===== config.mk =====
export PLATFORM = sky130hd
export DESIGN_NAME = uart_tx_arbiter
export DESIGN_NICKNAME = d
export VERILOG_FILES = /design/src/rtl/uart_tx_arbiter.sv
export SDC_FILE = /design/constraint.sdc
export NUM_CORES = 1
export LEC_CHECK = 0
export ABC_AREA = 1
export BUFFER_PORTS_ARGS = -buffer_cell sky130_fd_sc_hd__buf_2
export CAP_MARGIN = 20
export CELL_PAD_IN_SITES_DETAIL_PLACEMENT = 1
export CELL_PAD_IN_SITES_GLOBAL_PLACEMENT = 1
export CORE_UTILIZATION = 28
export DETAILED_ROUTE_END_ITERATION = 10
export PLACE_DENSITY = 0.76
export RECOVER_POWER = 100
export SETUP_SLACK_MARGIN = 0.5
export SYNTH_ARGS = -nofsm -noshare
export SYNTH_HDL_FRONTEND = slang
export SYNTH_SLANG_ARGS = --single-unit
export TNS_END_PERCENT = 30

===== constraint.sdc =====
create_clock -name clk -period 1.8 [get_ports clk]
set_input_delay 0.18 -clock clk [delete_from_list [all_inputs] [get_ports clk]]
set_output_delay 0.18 -clock clk [all_outputs]
set_load 0.01 [all_outputs]

===== src/rtl/uart_tx_arbiter.sv =====
`default_nettype none
// ============================================================================
// Module   : uart_tx_arbiter
// Purpose  : Round-robin arbiter sharing one UART transmitter among NREQ
//            requesters. Optional busy-rise timeout: UART_ARB_TIMEOUT_EN.
// Revision : 1.0  initial release
// ============================================================================
module uart_tx_arbiter #(
    parameter int NREQ       = 4,
    parameter int TMO_CYCLES = 1024
) (
    input  logic              clk,
    input  logic              reset,
    input  logic [NREQ-1:0]   req,
    input  logic [8*NREQ-1:0] req_data,
    output logic [NREQ-1:0]   grant,
    output logic [NREQ-1:0]   ack,
    output logic [NREQ-1:0]   err,
    output logic [7:0]        din,
    output logic              wr_en,
    input  logic              tx_busy
);

    localparam int c_PW = $clog2(NREQ);

    localparam logic [1:0] c_ST_IDLE      = 2'd0;
    localparam logic [1:0] c_ST_ISSUE     = 2'd1;
    localparam logic [1:0] c_ST_WAIT_BUSY = 2'd2;
    localparam logic [1:0] c_ST_WAIT_DONE = 2'd3;

    if (NREQ < 2 || NREQ > 8 || TMO_CYCLES < 1) begin : g_param_check
        $error("uart_tx_arbiter: NREQ must be 2..8 and TMO_CYCLES >= 1");
    end

    logic [1:0]      r_state;
    logic [NREQ-1:0] r_grant;
    logic [NREQ-1:0] r_ack;
    logic [7:0]      r_din;
    logic            r_wr_en;
    logic [c_PW-1:0] r_rr_ptr;
    logic [c_PW-1:0] r_owner;

    logic            w_found;
    logic [c_PW-1:0] w_cand;
    logic [c_PW-1:0] w_sel_idx;
    logic [7:0]      w_sel_data;
    logic [NREQ-1:0] w_sel_onehot;
    logic [c_PW-1:0] w_next_rr;
    logic            w_done_pulse;

`ifdef UART_ARB_TIMEOUT_EN
    localparam int              c_TW       = $clog2(TMO_CYCLES + 1);
    localparam logic [c_TW-1:0] c_TMO_LAST = c_TW'(TMO_CYCLES - 1);

    logic [NREQ-1:0] r_err;
    logic [c_TW-1:0] r_tmo_cnt;

    assign err          = r_err;
    assign w_done_pulse = (|r_ack) | (|r_err);
`else
    assign err          = '0;
    assign w_done_pulse = |r_ack;
`endif

    assign grant = r_grant;
    assign ack   = r_ack;
    assign din   = r_din;
    assign wr_en = r_wr_en;

    // First requester at or after rr_ptr, searching with wrap-around.
    always_comb begin
        w_found   = 1'b0;
        w_sel_idx = '0;
        w_cand    = '0;
        for (int i = 0; i < NREQ; i++) begin
            w_cand = c_PW'((int'(r_rr_ptr) + i) % NREQ);
            if (!w_found && req[w_cand]) begin
                w_found   = 1'b1;
                w_sel_idx = w_cand;
            end
        end
    end

    always_comb begin
        w_sel_data   = '0;
        w_sel_onehot = '0;
        for (int i = 0; i < NREQ; i++) begin
            if (w_sel_idx == c_PW'(i)) begin
                w_sel_data      = req_data[8*i +: 8];
                w_sel_onehot[i] = 1'b1;
            end
        end
    end

    assign w_next_rr = (r_owner == c_PW'(NREQ - 1)) ? '0 : r_owner + c_PW'(1);

    // No grant on the ack/err cycle: the finishing requester has not yet had
    // a chance to drop its request.
    always_ff @(posedge clk or posedge reset) begin
        if (reset) begin
            r_state  <= c_ST_IDLE;
            r_grant  <= '0;
            r_ack    <= '0;
            r_din    <= 8'h00;
            r_wr_en  <= 1'b0;
            r_rr_ptr <= '0;
            r_owner  <= '0;
`ifdef UART_ARB_TIMEOUT_EN
            r_err     <= '0;
            r_tmo_cnt <= '0;
`endif
        end else begin
            r_wr_en <= 1'b0;
            r_ack   <= '0;
`ifdef UART_ARB_TIMEOUT_EN
            r_err   <= '0;
`endif
            case (r_state)
                c_ST_IDLE: begin
                    if (!tx_busy && w_found && !w_done_pulse) begin
                        r_din   <= w_sel_data;
                        r_grant <= w_sel_onehot;
                        r_owner <= w_sel_idx;
                        r_wr_en <= 1'b1;
                        r_state <= c_ST_ISSUE;
                    end
                end
                c_ST_ISSUE: begin
`ifdef UART_ARB_TIMEOUT_EN
                    r_tmo_cnt <= '0;
`endif
                    r_state <= c_ST_WAIT_BUSY;
                end
                c_ST_WAIT_BUSY: begin
                    if (tx_busy) begin
                        r_state <= c_ST_WAIT_DONE;
`ifdef UART_ARB_TIMEOUT_EN
                    end else if (r_tmo_cnt == c_TMO_LAST) begin
                        r_err    <= r_grant;
                        r_grant  <= '0;
                        r_rr_ptr <= w_next_rr;
                        r_state  <= c_ST_IDLE;
                    end else begin
                        r_tmo_cnt <= r_tmo_cnt + c_TW'(1);
`endif
                    end
                end
                c_ST_WAIT_DONE: begin
                    if (!tx_busy) begin
                        r_ack    <= r_grant;
                        r_grant  <= '0;
                        r_rr_ptr <= w_next_rr;
                        r_state  <= c_ST_IDLE;
                    end
                end
                default: r_state <= c_ST_IDLE;
            endcase
        end
    end

endmodule
`default_nettype wire

Word-level counts from Yosys, hierarchy flattened
Index checks and enable logic that the tools add are counted.
Operators by class
  equality and inequality tests: 10
  bitwise operators: 1
  order comparisons: 4
  add/subtract/negate cells: 4
  mux-type cells: 36
  reductions and logical operators: 18
Operators with widths (count)
  $mux W8: 4
  $mux W2: 8
  $mux W4: 4
  $mux W1: 14
  $lt A2 B3 Y1 const B: 4
  $eq A2 B2 Y1 const B: 5
  $bmux W1 S2: 4
  $pmux W2 S4: 1
  $pmux W4 S2: 1
  $ne A2 B2 Y1 const B: 3
  $reduce_and A3 Y1: 2
  $logic_and A1 B1 Y1: 5
  $logic_not A1 Y1: 5
  $add A2 B1 Y2 const B: 2
  $add A2 B2 Y2 const B: 2
  $eq A2 B1 Y1 const B: 2
  $logic_not A2 Y1: 2
  $reduce_and A2 Y1: 2
  $reduce_or A4 Y1: 1
  $reduce_bool A2 Y1: 1
  $not A1 Y1: 1
Storage, ports and cells
  register bits after elaboration: 23
  logic and storage cells: 80
  output and inout bits: 21
  input port bits: 39

Depth between registers and ports, before layout
Gate-level depths: netlist of run 1.
  depth after elaboration: 17
  gate-level depth with buffers: 16
  depth with buffers taken out: 15

Worst setup path after synthesis of run 1
OpenSTA, ideal clock, no wires.
  path kind: register to register
  from: reg r_rr_ptr[0]
  to: reg r_din[2] (netlist: din[2])
  clock period less this slack: 1.710 ns
  slack: 0.090 ns
  setup time: 0.116 ns
  stages on the path, launching flop included: 17
  data required time: 1.684 ns
  arrival: 1.593 ns
  path buffers: 2
  cells stage by stage: dfrtp_1 > buf_6 > nand2_1 > nand2_1 > nand2_1 > nand2_2 > nor2_4 > nand3_2 > nand3_2 > nand2_4 > inv_6 > nand2_8 > buf_8 > nor2_2 > nor2_1 > nand2_1 > nand2_1
Between the ends
  longest elaborated chain between the ends: 17
  elaborated cells between the ends (all ways): 36
  those cells by class: add/sub: 3; eq/ne: 3; mux: 20; reduce/logical: 10
RTL lines
  from (decl): line 40  | logic [c_PW-1:0] r_rr_ptr;
  from (signal assigned): line 152  | r_rr_ptr <= w_next_rr;
  parallel branches: the longest is 17 deep, another holds $add A2 B1 Y2
  to (signal assigned): line 121  | r_din <= w_sel_data;
  to (decl): line 38  | logic [7:0] r_din;
Several ways; the timed one is not identified. The select of a mux whose other input is x is not followed.
A chain may end at the register's enable or synchronous reset.

Final worst setup path of run 1
  from: reg r_rr_ptr[0]
  to: reg r_din[6] (netlist: din[6])
The elaborated chain is that of the path after synthesis.

==> results of run 1 <==
-- registers in the layout (all words and copies together), names as in the netlist --
| signal | count |
|---|---|
| din | 8 |
| wr_en | 1 |
| r_rr_ptr | 2 |
| grant | 4 |
| ack | 4 |
| r_state | 2 |
| r_owner | 2 |
-- worst max-delay path, stage by stage (launching register included) --
cell     delay, ps
dfrtp_2        480
buf_6          150
nand2_2         50
nand2_2         50
nand2_2         70
nand2_2         70
nor2_4         110
nand3_2        110
nand3_2         90
nand2_4        110
buf_6          160
nand3_2         70
nand4_1        120
nand2_1         90
nand2_1         50
-- placed cells by master (no fill, tap or decap), types with 8 or more instances in the layout --
cell type	count
nand2_1	54
buf_2	39
nand3_1	22
dfrtp_1	22
clkbuf_1	18
nor2_1	17
buf_4	17
inv_1	16
nand2_2	16
o21ai_1	8
-- metrics by stage --
stage                     power [W]    util  setup WS, ps  instance area, um2  TNS [ps]
after floorplan            0.002984       -         90.16                1599         0
after global placement     0.003725  0.3681        -85.48                2014    -521.3
after detailed placement   0.003807  0.3681        -124.7                2014     -1014
after CTS                  0.004832  0.4083        -80.55                2235    -513.9
after global routing       0.005537  0.4184        -251.5                2290     -2614
final                      0.005058  0.4184        -97.71                2290    -669.4
-- cells in the mapped netlist --
cell,number
a21oi_1,3
buf_2,2
buf_4,6
buf_6,1
buf_8,1
clkbuf_1,1
clkinv_4,1
conb_1,1
dfrtp_1,23
ha_1,5
inv_1,18
inv_2,3
inv_6,1
nand2_1,70
nand2_2,5
nand2_4,1
nand2_8,1
nand3_1,24
nand3_2,4
nand3b_1,1
nand4_1,6
nor2_1,20
nor2_2,6
nor2_4,1
nor3_1,1
nor3b_1,1
o21ai_0,7
o21ai_1,8
o31ai_1,1
-- worst max path at each step --
stage                     start     end  slack (ps)  cells past startpoint
floorplan           r_rr_ptr[0]  din[2]          90                     16
global placement    r_rr_ptr[0]  din[0]         -90                     13
detailed placement  r_rr_ptr[0]  din[2]        -120                     12
CTS                 r_rr_ptr[0]  din[2]         -80                     13
global route        r_rr_ptr[0]  din[3]        -250                     15
finish              r_rr_ptr[0]  din[6]        -100                     14
-- metal layers --
metal  vias up  routed length, um
li1        865                  -
met1       824               2133
met2        35               2612
met3         8                123
met4         0                 72
met5         -                  0
-- cell families after synthesis --
kind of cell    synth area share
other cells             0.002362
compound gates           0.06146
fa+ha+maj                0.03940
flops                     0.3625
buf+inv                   0.1143
simple gates              0.4200
-- power by group through the flow --
stage	logic (W)	registers (W)	clock network, W
after floorplan	0.00213	0.000856	0
after global placement	0.00289	0.000832	0
after global routing	0.00431	0.000863	0.000362
after detailed placement	0.00297	0.000836	0
after CTS	0.00365	0.000838	0.000339
final	0.00389	0.000841	0.000332
-- what timing repair did --
item / CTS / global route
endpoints found under the setup margin: 17 / 19
hold endpoints to repair: 23 / 0
buffers inserted: 4 / 2
pin swaps: 5 / 10
gates cloned: 4 / 1
hold buffers: 1 / 0
gates resized for setup: 34 / 19
-- layout make-up --
class	instances	area [um2]	share of cell area
clock buffers	4	45.04	0.01967
flip-flops and latches	23	576.8	0.2519
inverters	23	108.9	0.04754
multi-input cells	170	973.4	0.4251
repair inverters	2	15.01	0.006557
well taps	72	90.09	0.03934
repair buffers	82	480.5	0.2098
==> summary.txt, run 1 <==
Critical path
  • Crit path capture type: flop
  • Worst-path fanout max: 7
  • Reg2reg start: r_rr_ptr[0]
  • Critical Path AT: 2060 ps
  • Critical Path RT: 1970 ps
  • Worst Reg-to-Reg Cells: 14
  • Flop-to-flop setup slack: -100 ps
  • Kind of critical path: reg2reg
  • Critical Path Source Type: flop
  • Reg-to-reg endpoint: din[6]

Synth
  • Yosys reg bits: 23
  • Sequential area share after synthesis: 0.3625
  • Yosys warns: 0
  • Post-synthesis cell type count: 29
  • Synthesized area per cell: 7.120 um2
  • Cell Area, Synth: 1588 um2
  • Dominant cells by area after synthesis: dfrtp_1 36%, nand2_1 17%, nand3_1 7.6%
  • Dominant cell type by area after synthesis: dfrtp_1
  • Area share of the largest cell type after synthesis: 0.3625
  • Syn Inst Count: 223

STA
  • Tightest Pin Transition: 598.9 ps
  • Hold WS: 220.1 ps
  • Worst relative slew slack: 0.6008
  • FMAX: 0.5270 GHz
  • Setup violators final: 10
  • RSZ-0062 raised after global routing: yes
  • Min cycle time layout: 1898 ps
  • Final worst slack: -97.71 ps
  • Final Hold Fails: 0
  • Final Max Tran Viols: 0
  • Final period utilization: 1.054
  • Worst Skew: 2.515 ps

CTS
  • Clock buffer depth: 2
  • TritonCTS clock tree: yes
  • H-tree depth: 1
  • Root Buffer: clkbuf_8
  • Clk_lat worst skew: 260 ps
  • Num CTS Buffers: 3
  • CTS Sinks: 23
  • Clock slew at reported path FFs: 90 ps

Power and ir drop
  • Switching share of power: 0.5235
  • P_leak: 1.173 nW
  • Psw: 0.002648 W
  • Clk pwr share: 0.066
  • Comb power frac: 0.768
  • Power Density: 2209 nW/um2
  • Worst vdd ir: 0.8400 mV
  • Pint: 0.002410 W
  • Reg power frac: 0.166

Final layout
  • Diode count: 0
  • Nets@finish: 349
  • Fillers: 718
  • Final std cells w/o fill: 376
  • Layout cells sized above 1: 0.4013
  • Synth-to-layout area growth: 44.21%

Drt
  • DR iter-0 viols: 41
  • Total number of vias: 1732
  • Drt first pass iters: 4
  • Antenna-violating nets left: 0
  • DR WL/cell: 13.14 um
  • DRC viols: 0
  • Total Wirelength: 4.942 mm
  • Vias/cell: 4.606

Placement
  • Hpwl dp: 3.552 mm
  • Placed Cells: 360
  • # port buffers: 55
  • GPL Wtd Cong: 0.7766

Floorplanning
  • Total I/O pin count: 60
  • # rows: 27
  • Initial Util: 0.2901
  • Die width: 77.31 um
  • Core area: 5473 um2
  • Die ar.: 5976 um2
  • Die Span Y: 77.31 um

Min path
  • Hold path depth: 5
  • Hold WC Path Type: in2reg
  • Worst Hold Launch: req_data[4]
  • Hold path endpoint: din[4]

GRT
  • GR Layer Usage met1: 0.2197
  • Vias in the first global route: 1890
  • Gr busiest metal: met2
  • Initial antenna violation count: 0
  • Met2 usage: 0.3230
  • Grt met3 use: 0.01667
  • Global-route wire length before repair: 8.562 mm
  • Largest net degree at the start of global routing: 24
  • GRT Util Overall: 0.1768
  • Grt total ovfl: 0

Outcome
  • Failing checks: negative setup slack
  • Outcome: finished with violations

Job
  • Max Cap Viol: 0
(Power assumes the default switching activity.)
==> inputs of run 2 (changes only) <==
Settings changed: CORE_ASPECT_RATIO set to 1.4.
==> run 2 against run 1 <==
  * The flow still finishes with violations (negative setup slack)
  * Worst hold slack improved by 13 ps
  * Register-to-register slack barely moved
  * Largest power group unchanged
  * Final cell count fell by 1.6%
==> summary.txt, run 2 (same netlist as run 1, synthesis figures left out) <==
Critical path
  • Slowest cell on crit path: dfrtp_2 (unchanged)
  • Critical Path Source Type: flop (unchanged)
  • Worst setup path start: r_rr_ptr[0] (unchanged)
  • Critical Path RT: 1960 ps (was 1970 ps)
  • Critical Path AT: 2070 ps (was 2060 ps)
  • Cells along the critical path: buf_6 -> nand2_2 -> nand2_4 -> nand2_2 -> nand2_2 -> nor2_4 -> nand3_2 -> nand2_1 -> nand2_4 -> buf_6 -> nand3_1 -> nand4_1 -> nand2_1 -> nand2_1 (was buf_6 -> nand2_2 -> nand2_2 -> nand2_2 -> nand2_2 -> nor2_4 -> nand3_2 -> nand3_2 -> nand2_4 -> buf_6 -> nand3_2 -> nand4_1 -> nand2_1 -> nand2_1)
  • Kind of critical path: reg2reg (unchanged)
  • Crit-path leading delay family: simple AND/OR/NAND/NOR gates (unchanged)
  • Crit path capture type: flop (unchanged)
  • Reg2reg start: r_rr_ptr[0] (unchanged)
  • Worst path max stage delay: 480 ps (about the same)
  • WP buf/inv: 2 (unchanged)
  • Worst-path fanout max: 10 (was 7)

Floorplanning
  • Initial Util: 0.2895 (was 0.2901)
  • # rows: 32 (was 27)
  • Core area: 5485 um2 (was 5473 um2)
  • Die Span Y: 91.10 um (was 77.31 um)
  • Die ar.: 5980 um2 (was 5976 um2)
  • Die width: 65.65 um (was 77.31 um)
  • Total I/O pin count: 60 (unchanged)

Final layout
  • Layout cells sized above 1: 0.3742 (was 0.4013)
  • Synth-to-layout area growth: 40.74% (was 44.21%)
  • Nets@finish: 347 (was 349)
  • Largest register FFs: 8 (unchanged)
  • Most common cell after layout, fill and taps aside: nand2_1 (unchanged)
  • Most frequent cells in the layout: 59 x nand2_1, 38 x buf_2, 24 x nand3_1 (was 54 x nand2_1, 39 x buf_2, 22 x nand3_1, 22 x dfrtp_1, 18 x clkbuf_1)
  • Post-route cell area: 2235 um2 (was 2290 um2)
  • Diode count: 0 (unchanged)
  • Final std cells w/o fill: 370 (was 376)

Outcome
  • Outcome: finished with violations (unchanged)
  • Failing checks: negative setup slack (unchanged)

CTS
  • TritonCTS clock tree: yes (unchanged)
  • Clock buffer depth: 2 (unchanged)
  • Num CTS Buffers: 3 (unchanged)
  • CTS Sinks: 23 (unchanged)
  • H-tree depth: 1 (unchanged)
  • Clk_lat worst skew: 260 ps (about the same)
  • Root Buffer: clkbuf_8 (unchanged)
  • Clock slew at reported path FFs: 90 ps (about the same)

Drt
  • Drt first pass iters: 4 (unchanged)
  • Antenna-violating nets left: 0 (unchanged)
  • Total number of vias: 1730 (was 1732)
  • Vias/cell: 4.676 (was 4.606)
  • DRC viols: 0 (unchanged)
  • Total Wirelength: 4.879 mm (was 4.942 mm)
  • DR WL/cell: 13.19 um (was 13.14 um)
  • DR iter-0 viols: 80 (was 41)

Placement
  • # port buffers: 55 (unchanged)
  • DP Area: 2009 um2 (was 2014 um2)
  • Placed Cells: 356 (was 360)
  • Hpwl dp: 3.669 mm (was 3.552 mm)
  • GPL Wtd Cong: 0.7738 (was 0.7766)

STA
  • FMAX: 0.5243 GHz (was 0.5270 GHz)
  • Hold WS: 233.6 ps (was 220.1 ps)
  • Final worst slack: -107.1 ps (was -97.71 ps)
  • Final Max Tran Viols: 0 (unchanged)
  • Tightest Pin Transition: 602.7 ps (was 598.9 ps)
  • TNS Setup: -733.3 ps (was -669.4 ps)
  • Worst relative slew slack: 0.5982 (was 0.6008)
  • Final Hold Fails: 0 (unchanged)
  • RSZ-0062 raised after global routing: yes (unchanged)
  • Worst Skew: 4.889 ps (was 2.515 ps)
  • Min cycle time layout: 1907 ps (was 1898 ps)
  • Final period utilization: 1.060 (was 1.054)
  • Setup violators final: 9 (was 10)

Job
  • Max Cap Viol: 0 (unchanged)

Power and ir drop
  • Clk pwr share: 0.065 (was 0.066)
  • Worst vdd ir: 1.204 mV (was 0.8400 mV)
  • Overall Power: 0.004943 W (was 0.005058 W)
  • Power Density: 2212 nW/um2 (was 2209 nW/um2)
  • Psw: 0.002610 W (was 0.002648 W)
  • Pint: 0.002332 W (was 0.002410 W)
  • Reg power frac: 0.171 (was 0.166)
  • P_leak: 1.155 nW (was 1.173 nW)
  • Switching share of power: 0.5281 (was 0.5235)
  • Comb power frac: 0.764 (was 0.768)

Min path
  • Worst Hold Launch: req_data[4] (unchanged)
  • Hold WC Path Type: in2reg (unchanged)

GRT
  • GRT Util Overall: 0.1722 (was 0.1768)
  • Vias in the first global route: 1746 (was 1890)
  • Grt total ovfl: 0 (unchanged)
  • Largest net degree at the start of global routing: 24 (unchanged)
  • Global-route wire length before repair: 8.052 mm (was 8.562 mm)
  • Initial antenna violation count: 0 (unchanged)
[run 2: changes by cell type in the layout (fill, tap and decap cells not counted), sizes merged]
cell / previous run / this run
inv: 23 / 24
buf: 63 / 61
clkbuf: 22 / 21
[run 2: what timing repair did]
| item | in CTS | in global routing |
|---|---|---|
| pin swaps | 21 | 3 |
| endpoints found under the hold margin | 23 | 0 |
| resized for setup | 35 | 12 |
| buffers inserted | 5 | 0 |
| gates cloned | 4 | 0 |
| endpoints found under the setup margin | 18 | 18 |
| hold buffers | 1 | 0 |
[run 2: worst reg2reg max path, stage by stage (launching register included)]
cell,delay [ps]
dfrtp_2,480
buf_6,140
nand2_2,60
nand2_4,60
nand2_2,60
nand2_2,70
nor2_4,140
nand3_2,90
nand2_1,110
nand2_4,110
buf_6,160
nand3_1,90
nand4_1,110
nand2_1,80
nand2_1,50
[run 2: routing by layer]
metal / up-vias / GRT usage / part of all wire
met5: - / 0 / 0
met4: 0 / 0.03442 / 0.0078
met3: 4 / 0.01884 / 0.031
met2: 41 / 0.3214 / 0.55
met1: 820 / 0.2036 / 0.41
li1: 865 / - / -
[run 2: cell type report]
| cell class | instances | area (um2) |
|---|---|---|
| Multi-Input combinational cell | 170 | 934.6 |
| Inverter | 23 | 108.9 |
| Fill cell | 714 | 3251 |
| Tap cell | 68 | 85.08 |
| Timing Repair Buffer | 80 | 467.9 |
| Clock buffer | 3 | 41.29 |
| Timing Repair inverter | 2 | 15.01 |
| Sequential cell | 23 | 576.8 |
| Clock inverter | 1 | 5.005 |
[run 2: power by group through the flow]
stage / sequential (W) / clock [W] / combinational (W)
floorplan: 0.000856 / 0 / 0.00213
global placement: 0.000832 / 0 / 0.00296
detailed placement: 0.000830 / 0 / 0.00306
CTS: 0.000844 / 0.000336 / 0.00376
global route: 0.000863 / 0.000357 / 0.00415
finish: 0.000843 / 0.000322 / 0.00378
[run 2: metrics by stage]
step / worst slack, ps / utilization
final: -107.1 / 0.4074
after global placement: -119.5 / 0.3663
after detailed placement: -134.2 / 0.3663
after CTS: -111.1 / 0.4078
after global routing: -253.8 / 0.4074
after floorplan: 90.16 / -
[run 2: final timing paths]
kind	endpoint	slack, ps	cells past startpoint
max	din[7]	-110	14
min	din[4]	230	5
max reg2reg	din[7]	-110	14
min reg2reg	din[6]	480	2
max in group asynchronous	r_rr_ptr[0]	770	4
min in group asynchronous	din[5]	600	4
